==> src/rtl/fsm_prog_ring.sv <==
// Programmable N-state ring sequencer with per-state output code and minimum dwell.
// Latency: idx/cnt/wrap update one clock after the qualifying inputs; y follows idx combinationally.
// Backpressure: none; en stalls the ring, and config writes proceed regardless of en.
//
// Ports:
//   clock, reset        rising-edge clock, synchronous active-high reset
//   en                  step enable for idx/cnt/wrap
//   go[N]               per-state advance request, bit k guards the exit from state k
//   jmp, jmp_idx        forced jump (ignored when jmp_idx >= N)
//   cfg_we, cfg_addr,   table write: code[cfg_addr] <= cfg_code,
//   cfg_code, cfg_dwell            dwell[cfg_addr] <= cfg_dwell (ignored when cfg_addr >= N)
//   y                   code of the current state
//   idx, cnt            current state index and saturating dwell count
//   wrap                one-cycle pulse after advancing from N-1 to 0
module fsm_prog_ring #(
  parameter int N  = 7,
  parameter int W  = 3,
  parameter int T  = 4,
  parameter int IW = ($clog2(N) < 1) ? 1 : $clog2(N)
) (
  input  logic          clock,
  input  logic          reset,
  input  logic          en,
  input  logic [N-1:0]  go,
  input  logic          jmp,
  input  logic [IW-1:0] jmp_idx,
  input  logic          cfg_we,
  input  logic [IW-1:0] cfg_addr,
  input  logic [W-1:0]  cfg_code,
  input  logic [T-1:0]  cfg_dwell,
  output logic [W-1:0]  y,
  output logic [IW-1:0] idx,
  output logic [T-1:0]  cnt,
  output logic          wrap
);

  logic [W-1:0]  code_q  [N];
  logic [T-1:0]  dwell_q [N];
  logic [IW-1:0] idx_q, idx_d;
  logic [T-1:0]  cnt_q, cnt_d;
  logic          wrap_q, wrap_d;

  logic jump_ok;
  logic adv_ok;
  logic cfg_ok;
  logic at_last;

  // Out-of-range jump targets and config addresses are dropped here so that
  // idx never leaves 0..N-1 and the tables are never written past their end.
  assign jump_ok = en & jmp & (32'(jmp_idx) < N);
  assign cfg_ok  = cfg_we & (32'(cfg_addr) < N);
  // The dwell compare reads the registered table, so a same-cycle write
  // cannot influence this cycle's decision.
  assign adv_ok  = en & go[idx_q] & (cnt_q >= dwell_q[idx_q]);
  assign at_last = (idx_q == IW'(N - 1));

  always_comb begin
    idx_d  = idx_q;
    cnt_d  = cnt_q;
    wrap_d = 1'b0;
    if (jump_ok) begin
      // Jump wins over advance and never signals a wrap, even to index 0.
      idx_d = jmp_idx;
      cnt_d = '0;
    end else if (adv_ok) begin
      idx_d  = at_last ? '0 : idx_q + IW'(1);
      cnt_d  = '0;
      wrap_d = at_last;
    end else if (en) begin
      cnt_d = (cnt_q == {T{1'b1}}) ? cnt_q : cnt_q + T'(1);
    end
  end

  always_ff @(posedge clock) begin
    if (reset) begin
      idx_q  <= '0;
      cnt_q  <= '0;
      wrap_q <= 1'b0;
      for (int k = 0; k < N; k++) begin
        code_q[k]  <= W'(k);
        dwell_q[k] <= '0;
      end
    end else begin
      idx_q  <= idx_d;
      cnt_q  <= cnt_d;
      wrap_q <= wrap_d;
      if (cfg_ok) begin
        code_q[cfg_addr]  <= cfg_code;
        dwell_q[cfg_addr] <= cfg_dwell;
      end
    end
  end

  assign y    = code_q[idx_q];
  assign idx  = idx_q;
  assign cnt  = cnt_q;
  assign wrap = wrap_q;

endmodule
==> config.mk <==
export PLATFORM = sky130hd
export DESIGN_NAME = fsm_prog_ring
export DESIGN_NICKNAME = d
export VERILOG_FILES = /design/src/rtl/fsm_prog_ring.sv
export SDC_FILE = /design/constraint.sdc
export NUM_CORES = 1
export LEC_CHECK = 0
export CORE_MARGIN = 2
export CORE_UTILIZATION = 55
export CTS_CLUSTER_SIZE = 14
export DETAILED_ROUTE_END_ITERATION = 8
export GPL_TIMING_DRIVEN = 0
export MAX_ROUTING_LAYER = met4
export PLACE_DENSITY = 0.79
export SYNTH_ARGS = -nofsm -noshare
export SYNTH_HDL_FRONTEND = slang
export SYNTH_SLANG_ARGS = --single-unit
export TNS_END_PERCENT = 20
==> constraint.sdc <==
create_clock -name clock -period 5.7 [get_ports clock]
set_clock_uncertainty 0.2 [all_clocks]
set_input_delay 0.57 -clock clock [delete_from_list [all_inputs] [get_ports clock]]
set_output_delay 0.57 -clock clock [all_outputs]
set_load 0.05 [all_outputs]
== Word-level counts from Yosys, hierarchy flattened ==
Memories as Yosys holds them, arrays and structs flattened. A register that Yosys moved wholly into a read port is not among the register bits.
Index checks and enable logic that the tools add are counted.
Widths: inputs -> output; s select.
Storage, ports and cells
  logic and storage cells: 46
  bits in writable memories: 49
  memories: 2
  bits of input ports: 25
  flip-flop bits (word level): 8
Memories
  dwell_q: depth 7, bits a word 4, read ports 1, clocked after Yosys merged registers in 1, wr ports 7, line 38  | logic [T-1:0] dwell_q [N];
  code_q: depth 7, bits a word 3, read ports 1, clocked after Yosys merged registers in 1, wr ports 7, line 37  | logic [W-1:0] code_q [N];
Cells by class
  reductions and logical operators: 6
  equality and inequality tests: 2
  mux-type cells: 20
  bitwise gates (word level): 7
  order comparisons: 4
  add/sub/neg operators: 2
Operators with widths (count)
  $mux 3: 10
  $reduce_or 3->1: 3
  $mux 1: 8
  $lt 3x3->1 const B: 2
  $and 1x1->1: 5
  $add 4x1->4 const B: 1
  $eq 4x4->1 const B: 1
  $ge 4x4->1: 1
  $lt 3x4->1 const B: 1
  $mux 4: 1
  $reduce_or 4->1: 1
  $add 3x1->3 const B: 1
  $bmux 1 s3: 1
  $eq 3x3->1 const B: 1
  $not 1->1: 2
  $reduce_and 2->1: 1
  $reduce_bool 2->1: 1

== Longest topological paths before layout ==
  depth in word-level cells: 8
  mapped depth: 10
  gate-level depth less buffers: 8

== Least setup slack after synthesis ==
No wires, ideal clock.
  kind: reg-to-reg
  from: register (tool-made name)
  to: register (tool-made name)
  period minus slack after synthesis: 3.563 ns
  path buffers: 2
  data arrival time: 3.236 ns
  cell stages (with the launch flop): 11
  library setup time: 0.127 ns
  data required time: 5.373 ns
  slack: 2.137 ns
  path through: dfxtp_1 -> clkbuf_1 -> buf_2 -> mux4_2 -> mux2_2 -> ha_1 -> nand2b_1 -> a2111oi_2 -> nor4_4 -> and4b_1 -> or3_1

==> results.sh <==
export IMPL_ir_worst_vdd_mv=0.164
export IMPL_layout_area_seq_sq_um=1830
export IMPL_instances_no_fill=365
export IMPL_viasPerCell=5.55
export IMPL_synth_seq_cells=67
export IMPL_synth_flop_cell="edfxtp_1"
export IMPL_cts_clk_slew_worst_paths_ns=0.07
export IMPL_hpwl_microns=4400
export IMPL_ys_warn_count=0
export IMPL_place_ws_ns=1.61
export IMPL_grt_usage_pct=23.2
export IMPL_placed_area_sq_um=3560
export IMPL_cts_sinks=67
export IMPL_start_util_pct=56.6
export IMPL_nFillCells=404
export IMPL_grt_max_degree=12
export IMPL_dr_first_iter_drc_count=117
export IMPL_multi_input_comb_area_sq_um=1210
export IMPL_port_buffers=35
export IMPL_dp_cells=349
export IMPL_setup_viol=0
export IMPL_htreeDepth=3
export IMPL_syn_cell_area_sq_um=3100
export IMPL_fin_ws_ns=1.67
export IMPL_final_area_sq_um=3750
export IMPL_fmax_mhz=248
export IMPL_drcViolationCount=0
export IMPL_cp_start_kind="flip-flop"
export IMPL_relSlewSlack_pct=49.4
export IMPL_arrival_ns=4.05
export IMPL_post_synth_cell_area_avg_sq_um=13.1
export IMPL_nets=318
export IMPL_cts_resized=0
export IMPL_io_pins=36
export IMPL_wl_microns=6280
export IMPL_area_delta_synth_final_pct=21.0
export IMPL_status="finished, final reports clean"
export IMPL_postCtsSetupBuffers=0
export IMPL_gp_congestion=0.841
export IMPL_path_class="flip-flop to flip-flop"
export IMPL_netlist_instances=236
export IMPL_rows=27
export IMPL_hp_start="dwell_q[6][3]"
export IMPL_grt_pass1_vias=2074
export IMPL_grt_pass1_wl_microns=10100
export IMPL_antenna_left=0
export IMPL_ctsHoldBuffers=0
export IMPL_finalCriticalPeriod_ns=4.03
export IMPL_p_leak_nw=1.31
export IMPL_power_mw=1.09
export IMPL_synth_edf_count=49
export IMPL_crit_chain="clkbuf_1 -> buf_2 -> mux4_2 -> mux2_2 -> ha_1 -> nand2b_1 -> a2111oi_2 -> nor4_4 -> and4b_1 -> or3_1"
export IMPL_rr_worst_depth=10
export IMPL_ys_async_sr_fraction_pct=0
export IMPL_cp_slowest_cell="a2111oi_2"
export IMPL_tritoncts_num_buffers=9
export IMPL_die_h_microns=79.0
export IMPL_required_ns=5.72
export IMPL_r2r_slack_ns=1.67
export IMPL_fin_hold_ws_ns=0.294
export IMPL_finalHoldViolCount=0
export IMPL_period_share_pct=70.7
export IMPL_final_cell_mix="edfxtp_1, clkdlybuf4s50_1, nor2_1"
export IMPL_tns_ns=0
export IMPL_fin_util_pct=68.5
export IMPL_seq_area_frac_synth_pct=59.2
export IMPL_layout_commonest_cell="edfxtp_1"
export IMPL_cts_root_buf="clkbuf_8"
export IMPL_synthDistinctLibCells=42
export IMPL_clk_insertion_delay_late_ns=0.34
export IMPL_rsz0062_at_grt="false"
export IMPL_core_area_sq_um=5470
export IMPL_max_cap_viol_count=0
export IMPL_path_max_fanout=10
export IMPL_gr_total_overflow=0
export IMPL_drive_above_1_share_pct=15.7
export IMPL_hold_path_end="dwell_q[6][3]"
export IMPL_antenna_found_initial=0
export IMPL_cts_path_max_buffers=2
export IMPL_diodes=0
export IMPL_slowest_delay_ns=0.58
export IMPL_wire_per_inst_microns=17.2
export IMPL_dieArea_sq_um=6250
export IMPL_hold_path_class="flip-flop to flip-flop"
export IMPL_chipWidth_microns=79.0
export IMPL_worst_pin_slew_ns=0.755
export IMPL_vias=2024
export IMPL_holdPathStages=2
export IMPL_power_density_nw_per_um2=291
export IMPL_cts_tree="built"
export IMPL_critPathCaptureType="flip-flop"
export IMPL_drv_slew=0
export IMPL_first_pass_iters=4
[layout make-up]
cell class	instances	share of cell area (%)
inverter	10	1.00
buffer	7	0.968
clock inverter	3	1.04
sequential	67	48.9
multi-input combinational	158	32.4
clock buffer	13	3.97
tap	72	2.40
timing repair buffer	35	9.35
[registers in the layout (all words and copies together) (netlist names), named ones only]
register	flops
dwell_q	32
cnt	4
wrap	1
code_q	24
idx	3
[critical path, delay by kind of cell, from the launching register on]
kind / cells / cell delay (ns)
buffers and inverters: 2 / 0.80
AOI/OAI and AO/OA: 1 / 0.58
adders and majority gates: 1 / 0.26
DFF: 1 / 0.31
and+or+nand+nor: 4 / 0.90
muxes: 2 / 0.85
[report_power, final]
part / leakage [nW] / switching (mW) / internal, mW
Combinational: 0.599 / 0.0774 / 0.0669
Sequential: 0.620 / 0.0105 / 0.551
Clock: 0.0951 / 0.171 / 0.212
[worst max-delay path by stage]
stage                           end  depth (start not counted)
final                     flip-flop                         10
after global routing      flip-flop                         10
after CTS                 flip-flop                         10
after detailed placement  flip-flop                         10
after global placement    flip-flop                         10
after floorplan           flip-flop                         10
[synthesized netlist by cell type, drive strengths merged (6+ instances only)]
library cell,n,area (sq um)
mux2i,7,70.1
nor2,31,119
inv,10,37.5
o21ai,10,50.0
nand2,16,60.1
nand2b,10,62.6
edfxtp,49,1470
and2,6,37.5
mux4,15,338
dfxtp,18,360
[logic make-up after synthesis]
group	count (synthesis)	share of synthesized area (%)
AND/OR/NAND/NOR	92	15.5
flip-flops	67	59.2
multiplexers	27	15.0
AO/OA/AOI/OAI	25	5.25
buffers and inverters	17	2.38
adder cells (fa/ha/maj)	5	2.02
XOR/XNOR	2	0.566
other	1	0.121
[routing by layer]
metal  global-route usage (%)  part of all wire, %  wire length [microns]
met1                     25.8                   40                   2520
met2                     39.8                   52                   3280
met3                     5.57                  5.7                    358
met4                     10.5                  1.9                    121
met5                        -                    0                      0
(Power assumes the default switching activity.)
